### config.mk
export PLATFORM = sky130hd
export DESIGN_NAME = instr_fetch_unit
export DESIGN_NICKNAME = d
export VERILOG_FILES = /design/src/rtl/instr_fetch_unit.sv
export SDC_FILE = /design/constraint.sdc
export NUM_CORES = 1
export LEC_CHECK = 0
export CAP_MARGIN = 20
export CORE_MARGIN = 1.5
export CORE_UTILIZATION = 50
export DETAILED_ROUTE_END_ITERATION = 8
export PLACE_DENSITY = 0.7
export SETUP_SLACK_MARGIN = 0.5
export SYNTH_ARGS = -nofsm -noshare
export SYNTH_HDL_FRONTEND = slang
export SYNTH_SLANG_ARGS = --single-unit
### constraint.sdc
create_clock -name clock -period 6.3 [get_ports clock]
set_clock_uncertainty 0.15 [all_clocks]
set_input_delay 1.26 -clock clock [delete_from_list [all_inputs] [get_ports clock]]
set_output_delay 1.26 -clock clock [all_outputs]
set_load 0.03 [all_outputs]
### src/rtl/instr_fetch_unit.sv
// Instruction fetch stage.
// Generates sequential word addresses and fetches from instruction memory over
// a req/ack handshake with at most one transaction outstanding. Fetched words
// and their PCs are buffered in a circular prefetch queue. The queue head is
// presented to decode with valid/ready. A redirect flushes the queue and
// restarts fetch at the new target.
module instr_fetch_unit #(
    parameter int          DEPTH    = 4,            // power of two, >= 2
    parameter logic [31:0] RESET_PC = 32'h0000_0000
) (
    input  logic        clock,
    input  logic        reset,
    output logic        imem_req,
    output logic [31:0] imem_addr,
    input  logic        imem_ack,
    input  logic [31:0] imem_rdata,
    input  logic        redirect,
    input  logic [31:0] redirect_pc,
    output logic        instr_valid,
    output logic [31:0] instr,
    output logic [31:0] instr_pc,
    input  logic        instr_ready
);

    localparam int PW = $clog2(DEPTH);
    localparam int CW = $clog2(DEPTH) + 1;
    localparam logic [CW-1:0] FULL = CW'(DEPTH);

    typedef enum logic [1:0] {IDLE, WAIT, DROP} state_t;

    state_t        r_state;
    logic          r_req;
    logic [31:0]   r_addr;
    logic [31:0]   r_fetch_pc;
    logic [CW-1:0] r_count;
    logic [PW-1:0] r_rd_ptr;
    logic [PW-1:0] r_wr_ptr;
    logic [31:0]   r_data [DEPTH];
    logic [31:0]   r_pc   [DEPTH];

    logic          w_ack;
    logic          w_push;
    logic          w_pop;
    logic [CW-1:0] w_count_next;
    logic [31:0]   w_redirect_pc;
    logic [31:0]   w_addr_inc;

    // Handshake completes only while a request is actually outstanding.
    assign w_ack         = r_req && imem_ack;
    // Data returned in DROP, or in the cycle of a redirect, is stale and discarded.
    assign w_push        = (r_state == WAIT) && w_ack && !redirect;
    // A redirect flushes the queue, so a pop in the same cycle is meaningless.
    assign w_pop         = instr_valid && instr_ready && !redirect;
    assign w_redirect_pc = {redirect_pc[31:2], 2'b00};
    assign w_addr_inc    = r_addr + 32'd4;

    // Occupancy after this cycle; IDLE/WAIT use it to reserve a slot before requesting.
    always_comb begin
        w_count_next = r_count;
        if (redirect) begin
            w_count_next = '0;
        end else if (w_push && !w_pop) begin
            w_count_next = r_count + CW'(1);
        end else if (!w_push && w_pop) begin
            w_count_next = r_count - CW'(1);
        end
    end

    // Queue storage: data path only, contents are qualified by r_count.
    always_ff @(posedge clock) begin
        if (w_push) begin
            r_data[r_wr_ptr] <= imem_rdata;
            r_pc[r_wr_ptr]   <= r_addr;
        end
    end

    // Queue control: occupancy and wrapping pointers, cleared by reset or redirect.
    always_ff @(posedge clock) begin
        if (reset || redirect) begin
            r_count  <= '0;
            r_rd_ptr <= '0;
            r_wr_ptr <= '0;
        end else begin
            r_count <= w_count_next;
            if (w_push) r_wr_ptr <= r_wr_ptr + PW'(1);
            if (w_pop)  r_rd_ptr <= r_rd_ptr + PW'(1);
        end
    end

    // Fetch FSM: issues requests, tracks the fetch PC and drains stale transactions.
    always_ff @(posedge clock) begin
        if (reset) begin
            r_state    <= IDLE;
            r_req      <= 1'b0;
            r_addr     <= RESET_PC;
            r_fetch_pc <= RESET_PC;
        end else begin
            if (redirect) r_fetch_pc <= w_redirect_pc;
            case (r_state)
                IDLE: begin
                    // On redirect the request waits one cycle for the empty queue.
                    if (!redirect && (w_count_next < FULL)) begin
                        r_state <= WAIT;
                        r_req   <= 1'b1;
                        r_addr  <= r_fetch_pc;
                    end
                end
                WAIT: begin
                    if (redirect) begin
                        // The handshake cannot be aborted: finish it in DROP.
                        if (w_ack) begin
                            r_state <= IDLE;
                            r_req   <= 1'b0;
                        end else begin
                            r_state <= DROP;
                        end
                    end else if (w_ack) begin
                        r_fetch_pc <= w_addr_inc;
                        if (w_count_next < FULL) begin
                            r_addr <= w_addr_inc;
                        end else begin
                            r_state <= IDLE;
                            r_req   <= 1'b0;
                        end
                    end
                end
                DROP: begin
                    if (w_ack) begin
                        r_state <= IDLE;
                        r_req   <= 1'b0;
                    end
                end
                default: begin
                    r_state <= IDLE;
                    r_req   <= 1'b0;
                end
            endcase
        end
    end

    assign imem_req    = r_req;
    assign imem_addr   = r_addr;
    assign instr_valid = (r_count != '0);
    assign instr       = instr_valid ? r_data[r_rd_ptr] : 32'h0;
    assign instr_pc    = instr_valid ? r_pc[r_rd_ptr]   : 32'h0;

endmodule
==> impl_summary.md, run 1 <==
Die
The floorplan step set the die width to 171 um. The core area is 0.0278 mm2. The full die area is 0.0293 mm2. Row generation in the floorplan step produced 61 rows. For this configuration, the core starts out at a cell density of 50.8%. In this run the count of I/O pins placed on the die edge is 167. From bottom edge to top edge, the die measures 171 um.

Placement
The cell total after placement is 1,457. Timing analysis after detailed placement gives a worst setup slack of 1550 ps. At the end of routability-driven placement, the weighted congestion stood at 0.807. The post-detailed-placement half-perimeter wirelength is 18.8 mm. The instance area at placement is 0.0162 mm2. The number of buffers added on ports is 164.

Synth
The instance count of the mapped netlist is 964. In this run the cell area of the synthesized design comes to 0.0141 mm2. The number of flops mapped to enable cells by yosys is 256.

Dividing the synthesized area by the synthesized cell count gives 14.7 um2. For this run, the leading register cell type out of synthesis is sky130_fd_sc_hd__edfxtp_1. The portion of the post-synthesis area used by sequential elements is 65.2%. The number of nets handed over by synthesis was 1,043.

The synthesized flop and latch total is 332. After synthesis, the share of flip-flops with an asynchronous set or reset is 0%. After synthesis, the largest area contributor takes up 54.4% of total cell area. The netlist uses 68 different library cells. The largest total area in the synthesized netlist belongs to sky130_fd_sc_hd__edfxtp_1. During synthesis, Yosys emitted a total of 0 warnings. Sorting the synthesized cells by area gives the leading types as sky130_fd_sc_hd__edfxtp_1 (54%), sky130_fd_sc_hd__dfxtp_1 (11%), sky130_fd_sc_hd__mux4_2 (10%).

Setup path
STA classifies the critical path endpoint as an output port. The worst setup path category is reg -> out. The worst register-to-register path has a depth of 12.

Walking the worst path, the cells encountered are inv_1 -> ha_1 -> nand2b_2 -> buf_4 -> and2_1 -> clkdlybuf4s50_1. The slowest stage of the critical path is the sky130_fd_sc_hd__clkdlybuf4s50_1 cell. The type of origin of the critical path is a register. The endpoint identified for the worst register-to-register timing path is imem_addr[31]$_SDFFE_PP0P_.

The startpoint identified for the worst register-to-register timing path is r_count[0]$_SDFFE_PP0P_. The maximum single-stage delay on the critical path is 710 ps. Of all nets on the critical path, the largest fanout is 38. The arrival time at the worst endpoint is 3010 ps. The critical path data required time is 4890 ps.

The top cell family by delay on the critical path is buffers and inverters. The reg-to-reg setup timing slack is 2390 ps. The number of buffer and inverter instances along the worst setup path is 3.

Hold path
The worst hold path terminates at imem_addr[0]$_SDFFE_PP0P_. Along the worst hold path, the cell count comes to 2. The worst hold path class is reg -> reg.

The startpoint identified for the worst hold timing path is r_fetch_pc[0]$_SDFF_PP0_.

Clock network
The H-tree was split into 2 levels. The clock insertion delay at the later pin of the skew report is 500 ps. The number of buffers inserted during clock tree synthesis is 35.

The CTS root buffer is sky130_fd_sc_hd__clkbuf_16. The clock slew at the register clock pins of the worst setup and hold paths is 60 ps. The number of hold buffers added after CTS is 0. The number of cells upsized or downsized after cts is 0. The number of clock sinks is 332. Once the clock tree was built, the setup fixing pass inserted 0 buffers. TritonCTS built the clock tree. The maximum buffer depth of the clock tree is 3.

Flow run
The tool flagged a number of max-cap violations equal to 0.

Timing
The total negative setup slack is 0 ps. Setup repair after global routing left no endpoint under its margin. The tightest slew margin relative to the limit is 32.2%.

The minimum period implied by the final worst setup slack is 4420 ps. The count of final max-slew check failures is 0. The final count of hold timing violations is 0. Once routing completed, OpenROAD measured the worst setup slack at 1880 ps.

The share of the clock period used by the worst path is 70.2%. Setup violations remaining at the end of the flow were counted as 0. The maximum achievable frequency is 226 MHz. The worst-margin pin slew is 1020 ps.

Route
Summing over every cut layer, the via total after detailed routing is 8,711. After detailed routing, the number of remaining DRC violations is 0. The routed length per placed instance is 20.5 um. After detailed routing, the total wire length is 31.2 mm. The pre-antenna-repair detailed-routing pass consisted of 5 iterations. The count of nets left with antenna violations once routing finished came out at 0. The number of design-rule violations left by the first detailed-router iteration is 735. The average via count per standard cell is 5.73.

GRT
The via count of the first global-routing pass is 8,456. Global routing used 21.8% of the available tracks. The first global-routing pass estimated 48.1 mm of wire. The largest net degree at the start of global routing is 65. The total overflow left after global routing is 0.

The number of antenna violations at the first check in global routing is 0.

Power
After layout, the design draws a total of 4.58 mW. For this design the static power due to leakage is 5.60 nW. The power density of the placed cells is 265 mW/mm2. The worst-case vdd ir drop is 0.000143 V.

Final layout
In the final design database the tool counted 1,195 nets. The number of cells in the finished layout apart from fillers is 1,520. The finished layout cell area is 0.0173 mm2. The count of filler cells inserted in the layout is 2,134. Summing all flip-flop and latch instances after layout gives 0.00922 mm2. The repair_antennas step left the layout with diodes totalling 0. From synthesis to final layout, the design area changed by 22.3%.

The multi-input combinational cells in the finished layout cover a total of 0.00459 mm2. The post-route netlist has 13.9% of its cells at a drive strength greater than 1.

Status
The flow ran to the end, and the final reports show no timing, DRC or antenna violations.
==> kinds of logic (layout without fill, tap and decap cells) <==
group / count (synthesis) / after routing / share of synthesized area [%]
muxes: 75 / 75 / 11.0
adders and majority gates: 10 / 10 / 0.886
AOI/OAI and AO/OA: 149 / 149 / 7.16
and+or+nand+nor: 288 / 288 / 11.6
xor gates and xnor gates: 29 / 29 / 1.80
buffers and inverters: 81 / 259 / 2.41
DFF: 332 / 332 / 65.2
==> area by class of cell <==
cell class | instances | share of cell area (%)
tap | 378 | 2.74
sequential | 332 | 53.4
multi-input combinational | 551 | 26.6
timing repair buffer | 180 | 10.5
clock buffer | 53 | 6.00
inverter | 16 | 0.348
clock inverter | 10 | 0.456
==> worst register-to-register path: cells and delay by family (launching register included) <==
family          cells  cell delay, ps
simple gates        4            1540
compound gates      3             650
fa+ha+maj           2             460
flops               1             370
buf+inv             3             630
==> how the worst max path moves through the flow <==
stage,start,endpoint,slack (ps),cells after the start
global placement,imem_ack,imem_addr[31]$_SDFFE_PP0P_,1580,10
global route,register,instr[1],1680,4
finish,r_count[0]$_SDFFE_PP0P_,instr_pc[20],1880,6
floorplan,imem_ack,r_data[0][0]$_DFFE_PP_,2120,7
CTS,register,instr[1],1770,4
detailed placement,imem_ack,imem_addr[31]$_SDFFE_PP0P_,1550,10
==> cells in the mapped netlist, drive strengths merged (15+ instances only) <==
master	n
a211oi	25
a21oi	36
and2	73
buf	30
clkbuf	35
dfxtp	76
edfxtp	256
inv	16
mux4	64
nand2	69
nand3	16
nand4	15
nor2	59
o21ai	28
xnor2	19
==> layout by cell type, fill, tap and decap left out, drive strengths merged, types with 7 or more instances in the layout <==
| master | n |
|---|---|
| xor2 | 10 |
| xnor2 | 19 |
| ha | 10 |
| a32oi | 8 |
| o211ai | 7 |
| edfxtp | 256 |
| inv | 16 |
| and2 | 73 |
| o21ai | 28 |
| dfxtp | 76 |
| a21oi | 36 |
| o32ai | 9 |
| nor2 | 59 |
| a211oi | 25 |
| mux4 | 64 |
| nand2 | 69 |
| clkdlybuf4s50 | 163 |
| nand3 | 16 |
| nor2b | 11 |
| nand4 | 15 |
| clkinv | 7 |
| nor4 | 11 |
| clkbuf | 53 |
| mux2i | 9 |
| buf | 17 |
==> registers in the layout, summed over array words and instances, names as in the netlist, named ones only <==
signal and count:
r_state 2, imem_req 1, r_pc 128, r_rd_ptr 2, imem_addr 32, r_fetch_pc 32
r_data 128, r_count 3, r_wr_ptr 2
==> per-stage QoR <==
stage               utilization [%]  hold slack (ps)
floorplan                         -              287
global placement               58.2              294
detailed placement             58.2              310
CTS                            62.2              306
global route                   62.2              329
finish                         62.2              313
==> layer usage <==
| layer | wire (um) | global-route usage, % | share of wire, % | up-vias |
|---|---|---|---|---|
| li1 | - | - | - | 4000 |
| met1 | 13400 | 29.9 | 43 | 4367 |
| met2 | 15400 | 36.3 | 49 | 299 |
| met3 | 1810 | 3.45 | 5.8 | 45 |
| met4 | 612 | 5.87 | 2.0 | 0 |
| met5 | 0 | 0 | 0 | - |
==> power breakdown <==
| group | total, mW | internal, mW | switching (mW) | leakage, nW |
|---|---|---|---|---|
| registers | 2.41 | 2.37 | 0.0349 | 2.93 |
| clock network | 1.97 | 1.18 | 0.789 | 0.538 |
| logic | 0.211 | 0.0969 | 0.114 | 2.13 |
Power figures use the tool's default switching activity.
==> inputs of run 2 (changes only) <==
--- a/config.mk
+++ b/config.mk
@@ -9,7 +9,7 @@
 export CORE_MARGIN = 1.5
 export CORE_UTILIZATION = 50
 export DETAILED_ROUTE_END_ITERATION = 8
-export PLACE_DENSITY = 0.7
+export PLACE_DENSITY = 0.72
 export SETUP_SLACK_MARGIN = 0.5
 export SYNTH_ARGS = -nofsm -noshare
 export SYNTH_HDL_FRONTEND = slang
==> constraint.sdc (replaced) <==
create_clock -name clock -period 4 [get_ports clock]
set_clock_uncertainty 0.15 [all_clocks]
set_input_delay 0.8 -clock clock [delete_from_list [all_inputs] [get_ports clock]]
set_output_delay 0.8 -clock clock [all_outputs]
set_load 0.03 [all_outputs]
==> run 2 against run 1 <==
Net effect:
- non-clock buffer count is 22 higher
- highest routed layer unchanged
- sequential cell count stayed put
- clock power grew 68%
- critical endpoint is now instr_pc[11]
- global-route usage rose by 0.21 points
- largest power group unchanged
==> impl_summary.md, run 2 (synthesized netlist as in run 1, its figures left out) <==
Clock network
Clock-pin slew was measured on the worst setup and hold paths at 60 ps. The maximum buffer depth of the clock tree is 3. For the worst-skew pair, the clock arrives at the later sink with an insertion delay of 520 ps. The number of hold buffers added after CTS is 0.

The TritonCTS clock tree is yes. Counting every sink on the clock net gives 332. The CTS root buffer is sky130_fd_sc_hd__clkbuf_16. In this run the number of H-tree levels came out at 2. The number of buffers inserted during clock tree synthesis is 36.

Power
The static leakage power is 6.15 nW. The sum of internal, switching and leakage power is 7.43 mW. Dividing total power by cell area gives a power density of 423 mW/mm2. The worst-case vdd ir drop is 0.000261 V.

Final layout
The number of nets in the finished design is 1,218. Leaving out fill and tap cells, the most frequent cell in the layout is sky130_fd_sc_hd__edfxtp_1. The register area is 0.00922 mm2. The area growth from synthesis to layout is 24.4%. The fraction of final layout cells sized beyond drive strength 1 is 16.0%.

In the final layout, the registers with the most flip-flops are r_data x128, r_pc x128. After filler insertion, the fill cell instance count of the layout stands at 2,094. The total area of multi-input combinational cells is 0.00460 mm2. The number of antenna diodes in the final layout is 0. The library cells used most frequently in the layout, excluding fill and tap cells, are sky130_fd_sc_hd__edfxtp_1 (256), sky130_fd_sc_hd__clkdlybuf4s50_1 (109), sky130_fd_sc_hd__dfxtp_1 (74).

Timing
Adding up every negative setup slack in the final design gives 0 ps. After layout, the worst path uses 85.2% of the clock period. The minimum period implied by the final worst setup slack is 3410 ps.

The final setup violation count is 0. Setup repair after global routing left no endpoint under its margin. The count of final max-slew check failures was 0. The maximum achievable frequency is 293 MHz. The final count of hold timing violations is 0. At the pin with the least slew margin, the transition time is 919 ps. Headroom to the max-slew limit came out at 38.7%.

GRT
The aggregate global routing overflow is 0. The largest net degree at the start of global routing is 49. The wire length of the first global-routing pass is 48.8 mm. The number of antenna violations at the first check in global routing is 0. The global-route total usage across every layer is 22.0%.

The via count of the first global-routing pass came to 8,563.

Setup path
At the worst endpoint, the required time is 3050 ps. The worst setup path category is reg -> out. The type of origin of the critical path is a register. The worst setup path is captured at an output port.

Along the worst path, the maximum fanout reaches 14. The arrival time at the worst endpoint is 2460 ps.

Route
The routed layout has 8,792 vias. The detailed-router iteration count before antenna repair is 5. For this block, the routed nets add up to 31.7 mm of wire. In this run the remaining antenna-violating nets after routing total 0.

The number of DRC violations after detailed routing is 0. The number of design-rule violations left by the first detailed-router iteration is 728. The routed length per placed instance is 20.6 um.

Using the TritonRoute via totals, the vias-per-cell ratio works out to 5.69.

Placement
The post-detailed-placement half-perimeter wirelength is 20.1 mm. The global placer's final weighted congestion is 0.836. During placement, the flow inserted port buffers numbering 164.

Die
The floorplan step defined a core boundary enclosing 0.0278 mm2. The die covers 0.0293 mm2. The initial utilization of the core area, before any placement, comes to 50.8%. The chip height is 171 um. In this run the count of I/O pins placed on the die edge is 167. In this run the horizontal extent of the chip is 171 um.

The placement row count is 61.

Status
The flow ran to the end, and the final reports show no timing, DRC or antenna violations.

Hold path
The min-delay analysis places its worst path in the category reg -> reg.

Flow run
The number of maximum-capacitance constraint violations is 0.
run 2: cell types whose count changed in the layout (fill, tap and decap cells not counted), sizes merged:
cell,before,now
buf,17,39
bufinv,1,2
clkbuf,53,50
clkdlybuf4s50,163,109
clkinv,7,11
clkinvlp,2,1
dlygate4sd2,0,47
dlymetal6s2s,0,7
inv,16,17
run 2: where the power goes:
group          switching, mW  internal (mW)  total (mW)
sequential            0.0555           3.74        3.79
clock                   1.32           1.98        3.30
combinational          0.179          0.155       0.334
total                   1.55           5.87        7.43
run 2: path summary, 6_finish.rpt:
check	slack (ps)	cells after the start	from	end
hold / removal	310	2	r_fetch_pc[1]$_SDFF_PP0_	imem_addr[1]$_SDFFE_PP0P_
hold reg to reg	310	2	r_fetch_pc[1]$_SDFF_PP0_	imem_addr[1]$_SDFFE_PP0P_
setup / recovery	590	4	register	instr_pc[11]
setup reg to reg	950	13	r_count[0]$_SDFFE_PP0P_	imem_addr[29]$_SDFFE_PP0P_
run 2: per-stage QoR:
stage          util (%)  area [um2]  hold slack, ps  setup WS (ps)  instances
6_report           63.3       17600             313            591       1544
5_1_grt            63.3       17600             337            501       1544
4_1_cts            63.2       17600             305            514       1544
3_5_place_dp       58.8       16300             309            186       1474
3_3_place_gp       58.8       16300             294            233       1474
2_1_floorplan         -       14100             287            820        964
run 2: timing repair:
action                     in CTS  in global routing
setup endpoints to repair      63                  8
resized for setup              48                  8
gates cloned                    0                  0
buffers inserted                5                  0
run 2: layer usage:
metal / GRT usage (%) / routed length [um]
met1: 30.5 / 13500
met2: 35.9 / 15600
met3: 3.33 / 1840
met4: 7.25 / 833
met5: 0 / 0
run 2: critical path: stages, from the launching register on:
cell and delay, ps:
sky130_fd_sc_hd__dfxtp_4 470, sky130_fd_sc_hd__buf_12 210, sky130_fd_sc_hd__mux4_2 520, sky130_fd_sc_hd__and2_1 170, sky130_fd_sc_hd__clkdlybuf4s50_1 580
run 2: area by class of cell:
class	instances	area share (%)
flip-flops and latches	332	52.4
multi-input cells	551	26.2
repair buffers	202	11.6
clock buffers	50	6.02
well taps	378	2.69
clock inverters	15	0.776
inverters	16	0.342
==> inputs of run 3 (changes only) <==
==> constraint.sdc (replaced) <==
create_clock -name clock -period 4 [get_ports clock]
set_clock_uncertainty 0.15 [all_clocks]
set_input_delay 0.6 -clock clock [delete_from_list [all_inputs] [get_ports clock]]
set_output_delay 0.6 -clock clock [all_outputs]
set_load 0.03 [all_outputs]
==> run 3 against run 2 <==
Net effect:
- count of clock-buffer cells in the layout fell by 7
- clock power shrank 8.8%
- register-to-register slack worse by 160 ps
- critical path type unchanged
- worst hold slack worse by 3.1 ps
- global-route usage fell by 0.29 points
- power shrank 3.9%
- highest routed layer unchanged
==> impl_summary.md, run 3 (synthesized netlist as in run 1, its figures left out) <==
Setup path
The sort of element at the end of the critical path is an output port. The reg-to-reg critical path startpoint is r_state[0]$_SDFFE_PP0P_. The maximum fanout along the worst path is 65. The critical path is of the reg -> out type.

The worst setup path is launched from a register. Tracing the worst setup path back leads to its startpoint at r_count[0]$_SDFFE_PP0P_. STA puts the critical path data arrival time at 2620 ps. The critical path data required time is 3250 ps.

Power
The static leakage power is 5.68 nW. Across the VDD grid, the largest voltage drop is 0.000336 V. The power density of the placed cells is 410 mW/mm2.

Status
The flow ran to the end, and the final reports show no timing, DRC or antenna violations.

Clock network
The maximum buffer depth of the clock tree is 3. The clock net in this run drives a total of 332 sinks. The clock reaches the later pin of the worst-skew pair after 500 ps. TritonCTS built the clock tree. Clock tree synthesis inserted a total of 35 buffers. The total number of H-tree levels is 2.

Buffers inserted to repair hold after CTS numbered 0. The CTS root buffer is sky130_fd_sc_hd__clkbuf_16. After clock tree synthesis, the clock-pin slew on the worst setup and hold paths is 60 ps.

Timing
The maximum achievable frequency is 297 MHz. In the finished design, the share of the clock period the worst path needs comes to 84.2%. The post-route worst setup slack is 631 ps.

Setup violations remaining at the end of the flow were counted as 0. The total negative setup slack is 0 ps. The minimum period implied by the final worst setup slack is 3370 ps. For the pin with the worst max-slew slack, the measured transition is 869 ps. The count of final max-slew check failures came to 0. The tightest hold path in the finished design has a slack of 309 ps. The tightest slew margin relative to the limit is 42.1%. The final count of hold timing violations is 0. Setup repair after global routing left no endpoint under its margin.

Final layout
In the final layout, the registers with the most flip-flops are r_data x128, r_pc x128. In the layout the commonest cells are sky130_fd_sc_hd__edfxtp_1 (256), sky130_fd_sc_hd__clkdlybuf4s50_1 (163), sky130_fd_sc_hd__dfxtp_1 (74). The most frequent standard cell in the layout excluding fill and tap cells is sky130_fd_sc_hd__edfxtp_1.

The net count of the finished layout is 1,212. The area growth from synthesis to layout is 23.3%. The total inserted antenna cells is 0.

Leaving out filler cells and counting taps, the final layout contains 1,533. The post-route netlist has 15.0% of its cells at a drive strength greater than 1.

Placement
Detailed placement ended at an HPWL of 19.4 mm. The global placer's final weighted congestion is 0.825. In this run the tool buffered the top-level ports with 164 buffer cells. The cell total after placement is 1,468. Prior to clock tree synthesis, the placed netlist has a worst setup slack of 285 ps.

GRT
The first global-routing pass estimated 48.3 mm of wire. The largest net degree at the start of global routing is 66. The via count of the first global-routing pass is 8,619.

Summed over all layers, the global routing overflow is 0. Global routing used 21.7% of the available tracks across all layers. The number of antenna violations at the first check in global routing is 0.

Route
After detailed routing, the number of vias per cell comes to 5.68. The routed length per placed instance is 20.2 um. The first detailed-routing pass took 5 iterations. The routed layout has 8,711 vias. The post-detailed-route count of antenna-violating nets is 0.

For this block, the initial DRC count from the detailed router was 687. The number of DRC violations after detailed routing is 0. For this block, the routed nets add up to 31.0 mm of wire.

Die
The count of boundary I/O pins is 167. The initialized floorplan defines 61 standard-cell rows. The width of the die is 171 um. The full die area is 0.0293 mm2. The initial standard-cell utilization of the core is 50.8%. The die is 171 um tall. After floorplanning, the core was sized to cover 0.0278 mm2.

Hold path
The path class of the tightest hold or removal check is reg -> reg. The beginning of the worst hold path is r_fetch_pc[1]$_SDFF_PP0_.

Flow run
Max-cap violations in this run came to 0.
[run 3: cell count changes in the layout (fill, tap and decap cells not counted), moves of 2 or more]
| cell | before | now |
|---|---|---|
| sky130_fd_sc_hd__clkdlybuf4s50_1 | 109 | 163 |
| sky130_fd_sc_hd__dlygate4sd2_1 | 47 | 0 |
| sky130_fd_sc_hd__dlymetal6s2s_1 | 7 | 0 |
| sky130_fd_sc_hd__buf_4 | 26 | 22 |
| sky130_fd_sc_hd__clkbuf_16 | 39 | 35 |
| sky130_fd_sc_hd__clkbuf_8 | 4 | 1 |
| sky130_fd_sc_hd__clkinv_1 | 5 | 7 |
| sky130_fd_sc_hd__clkinv_2 | 5 | 3 |
[run 3: through the flow]
| step | total power, mW | cell area, um2 | util, % |
|---|---|---|---|
| after global routing | 7.35 | 17400 | 62.7 |
| after CTS | 7.19 | 17400 | 62.7 |
| after detailed placement | 4.19 | 16300 | 58.5 |
| final | 7.13 | 17400 | 62.7 |
| after global placement | 4.19 | 16300 | 58.5 |
| after floorplan | 4.02 | 14100 | - |
[run 3: worst paths after layout]
| kind | end | slack (ps) | depth (start not counted) |
|---|---|---|---|
| min reg2reg | imem_addr[1]$_SDFFE_PP0P_ | 310 | 2 |
| min | imem_addr[1]$_SDFFE_PP0P_ | 310 | 2 |
| max | instr_pc[13] | 630 | 6 |
| max reg2reg | imem_addr[31]$_SDFFE_PP0P_ | 790 | 9 |
[run 3: area by class of cell]
type / count / area (um2)
inverter: 16 / 60.1
multi-input combinational: 551 / 4590
tap: 378 / 473
sequential: 332 / 9220
clock buffer: 43 / 916
fill: 2088 / 10400
timing repair buffer: 197 / 2020
clock inverter: 16 / 134
[run 3: where the power goes]
part	internal [mW]	switching [mW]	total, mW
clock network	1.75	1.25	3.01
registers	3.74	0.0558	3.79
logic	0.154	0.178	0.333
total	5.65	1.49	7.13
[run 3: routing by layer]
layer | up-vias | wire, um | track usage, %
met5 | - | 0 | 0
met4 | 0 | 527 | 5.34
met3 | 47 | 1910 | 3.38
met2 | 296 | 15200 | 36.0
met1 | 4325 | 13400 | 30.2
li1 | 4043 | - | -
[run 3: worst max-delay path: stages, from the launching register on]
cell	delay (ps)
sky130_fd_sc_hd__dfxtp_1	390
sky130_fd_sc_hd__inv_1	80
sky130_fd_sc_hd__ha_1	210
sky130_fd_sc_hd__nand2b_2	80
sky130_fd_sc_hd__buf_6	390
sky130_fd_sc_hd__and2_1	210
sky130_fd_sc_hd__clkdlybuf4s50_1	720
[run 3: repair_timing]
| action | in CTS | in global routing |
|---|---|---|
| setup buffers | 6 | 0 |
| setup endpoints to repair | 47 | 0 |
| resized for setup | 1 | 0 |
==> RTL edit 1, RTL diff (config.mk and constraints of run 2) <==
`DEPTH`: 4 -> 8.
--- a/src/rtl/instr_fetch_unit.sv
+++ b/src/rtl/instr_fetch_unit.sv
@@ -6,5 +6,5 @@
 // restarts fetch at the new target.
 module instr_fetch_unit #(
-    parameter int          DEPTH    = 4,            // power of two, >= 2
+    parameter int          DEPTH    = 8,            // power of two, >= 2
     parameter logic [31:0] RESET_PC = 32'h0000_0000
 ) (
Check against the original RTL: same outputs for any inputs over 4 cycles, from zero or initial values and one cycle with reset high; that may be too few to reach the edited logic, so the function may still have changed.
==> RTL edit 1 against run 2 <==
Clock power is 67% higher. Power is 71% higher. Sequential share of layout area is 6.5 points higher. Fmax is 0.68% lower. Wire length is 70% higher. Sequential cell count is 260 higher. Sequential power is 79% higher. Register-to-register slack worse by 0.30 ns. Worst setup slack worse by 0.023 ns. Worst hold slack better by 0.0060 ns. Critical path type unchanged. Via count is 53% higher. Synthesized area is 69% higher. Final area is 64% higher. Count of clock-buffer cells in the layout is 20 higher.
==> RTL edit 1: results <==
group,metric,value,unit
grt,grt_max_degree,60,
cts,cts_buffers,57,
final_layout,fin_cells,2272,
yosys,synth_edf_count,512,
final_layout,area_growth,20.8,%
final_layout,clock_area_frac,0.0666,
worst_setup_path,critPathMaxFanout,20,
yosys,synth_fp_nets,1483,
pwr,p_clk,5.50,mW
yosys,synth_cell_types,60,
grt,grt_pass1_wl,81600,um
yosys,yosysSeqAreaShare,0.711,
grt,track_usage,0.220,
route,top_layer_used,"met5",
final_layout,reg.largest.list,"r_data: 256 flops, r_pc: 256 flops",
yosys,synthTopCellsByCount,"512 x edfxtp_1, 128 x mux4_2, 117 x nor2_1",
cts,worstSkewPairLatency,0.62,ns
placement,gp_congestion,0.787,
cts,cts_resized,98,
pwr,switching_share,0.202,
route,drt-initial-drc-count,1281,
final_layout,fillers,3360,
yosys,synth_adder_area_share,0.00367,
final_layout,multiInputGateArea,6630,sq um
final_layout,layout.nets,1694,
route,met3_length,3350,um
grt,grt_pass1_vias,13533,
sta,slew_headroom,0.264,
yosys,synth_mux_area_frac,0.149,
yosys,synthTopCellsByArea,"edfxtp_1 64%, mux4_2 12%, dfxtp_1 6.7%",
yosys,postSynthAreaPerCell,17.0,sq um
final_layout,nonClkBufAreaFrac,0.0861,
pwr,internal_power,10.1,mW
pwr,ir_drop,0.294,mV
worst_setup_path,arrival,2.48,ns
worst_setup_path,cp_slowest_stage_delay,0.53,ns
final_layout,clkbuf_count,70,
worst_setup_path,crit_family,"multiplexers",
placement,dp_slack,0.0486,ns
yosys,synth_xor_area_frac,0.00991,
grt,antenna_found_initial,1,
cts,clk_pin_slew,0.06,ns
route,met1Wirelength,23500,um
route,wl_per_cell,23.7,um
placement,dpl_cell_area,26600,sq um
status,outcome,"complete, no violations",
final_layout,inv_count,15,
final_layout,sh_seq_area,0.589,
pwr,leakage,9.19,nW
final_layout,comb.multi_input.count,709,
pwr,seq_power,6.78,mW
floorplanning,rows,79,
placement,dp_hpwl,29100,um
final_layout,signal_buffers,243,
route,via_per_inst,5.92,
route,wl_met2,26100,um
worst_setup_path,crit_path_top_delay_cell,"mux4_2",
cts,clkSinkCount,592,
placement,placed_cells,2138,
placement,io_buffer_count,164,
==> RTL edit 1: cell count changes in the layout (fill, tap and decap cells not counted), sizes merged, moves of 12 or more <==
cell / change
edfxtp: +256
and2: -69
mux4: +64
mux2i: +59
nor2: +59
buf: +51
clkbuf: +47
dlygate4sd2: -32
a21oi: +27
a211oi: -19
nand2: +17
nor3: +15
clkdlybuf4s15: +12
clkdlybuf4s50: -12
==> RTL edit 1: worst paths after layout <==
path,start,to,slack [ns],cells after the start
worst max-delay path,register,instr_pc[10],0.57,5
worst min-delay path,r_fetch_pc[0]$_SDFF_PP0_,r_fetch_pc[0]$_SDFF_PP0_,0.32,2
worst max register to register,r_count[0]$_SDFFE_PP0P_,imem_addr[27]$_SDFFE_PP0P_,0.65,14
worst min register to register,r_fetch_pc[0]$_SDFF_PP0_,r_fetch_pc[0]$_SDFF_PP0_,0.32,2
==> RTL edit 1: metal layers <==
layer	vias up	global-route usage
li1	5984	-
met1	6900	0.310
met2	498	0.362
met3	61	0.0315
met4	2	0.0614
met5	-	0
==> RTL edit 2, RTL diff (flow settings as in run 2) <==
Without the edit above. Encoding of `state_t`: now one-hot (3 bits for 3 states).
--- a/src/rtl/instr_fetch_unit.sv
+++ b/src/rtl/instr_fetch_unit.sv
@@ -27,5 +27,5 @@
     localparam logic [CW-1:0] FULL = CW'(DEPTH);
 
-    typedef enum logic [1:0] {IDLE, WAIT, DROP} state_t;
+    typedef enum logic [2:0] {IDLE = 3'b001, WAIT = 3'b010, DROP = 3'b100} state_t;
 
     state_t        r_state;
Function: no difference found for any inputs over 4 cycles, from zero or initial values and one cycle with reset high; so few cycles prove little.
==> RTL edit 2 against run 2 <==
Critical path depth did not move. Sequential cell count up 1. Final area shrank 0.51%. Core utilization down 0.15 points. Fmax shrank 0.78%. Highest routed layer is now met5. Worst setup slack worse by 0.027 ns. Die area is 0.53% lower. Worst hold slack worse by 0.0019 ns. Wire length rose by 1.2%. Power is 1.3% lower. Synthesized area decreased by 0.54%.
==> RTL edit 2: results <==
group,metric,value,unit
final_layout,n_antenna_cell,1,
grt,antenna_found_initial,2,
cts,cts_buffers,35,
yosys,synth_adder_area_share,0.00891,
final_layout,clkbuf_count,54,
pwr,power,7.33,mW
pwr,combinationalPower,0.426,mW
yosys,synthTopCellsByCount,"256 x edfxtp_1, 77 x dfxtp_1, 70 x and2_1",
final_layout,inv_count,19,
grt,track_usage,0.226,
yosys,synth-compound-area-share,0.0790,
worst_setup_path,cp-endpoint,"instr[4]",
worst_setup_path,arrival,2.49,ns
placement,dp_slack,-0.0265,ns
worst_setup_path,ff2ff_setup_slack,0.86,ns
worst_setup_path,critPathMaxFanout,17,
pwr,powerDensity,419,nW/um^2
final_layout,fillers,2062,
status,outcome,"complete, no violations",
placement,gp_congestion,0.831,
route,via_per_inst,5.78,
yosys,synth_fp_nets,1030,
worst_setup_path,r2r_start,"r_state[1]$_SDFFE_PP0P_",
placement,dp_hpwl,20100,um
worst_setup_path,reg2reg_depth,10,
pwr,power_frac_clock,0.419,
route,drt-initial-drc-count,845,
route,drt-pass1-iter-count,5,
yosys,yosysSeqAreaShare,0.657,
sta,worst_slew_pin_slew,0.992,ns
yosys,synth_xor_area_frac,0.0156,
cts,cts_resized,44,
grt,grt_pass1_vias,8696,
yosys,synth_cells,951,
final_layout,comb.multi_input.count,534,
final_layout,layout.nets,1204,
final_layout,clock_area_frac,0.0625,
yosys,synth_cell_types,66,
final_layout,nonClkBufAreaFrac,0.121,
sta,timing.fmax,0.291,GHz
placement,dpl_cell_area,16300,sq um
pwr,internal_power,5.74,mW
yosys,synth_mux_area_frac,0.105,
grt,grt_max_degree,66,
route,wl,32100,um
route,wl_per_cell,21.0,um
final_layout,multiInputGateArea,4500,sq um
hold_path,min_to,"r_fetch_pc[1]$_SDFF_PP0_",
RTL edit 2: cell types whose count changed in the layout (fill, tap and decap cells not counted), sizes merged, moves of 10 or more:
cell	run 2	this run
nor2	59	44
nand2	69	59
a211oi	25	7
nor3b	1	12
dlymetal6s2s	7	19
RTL edit 2: critical path: stages (launching register included):
cell and delay [ns]:
dfxtp_4 0.39, bufbuf_16 0.34, mux4_2 0.50, and2_1 0.16, clkdlybuf4s50_1 0.58
RTL edit 2: metal layers:
| metal | share of wire | up-vias | track usage |
|---|---|---|---|
| met1 | 0.44 | 4408 | 0.319 |
| met4 | 0.030 | 2 | 0.0816 |
| met3 | 0.073 | 67 | 0.0474 |
| met5 | 0.00028 | - | 0 |
| li1 | - | 4022 | - |
| met2 | 0.46 | 338 | 0.348 |
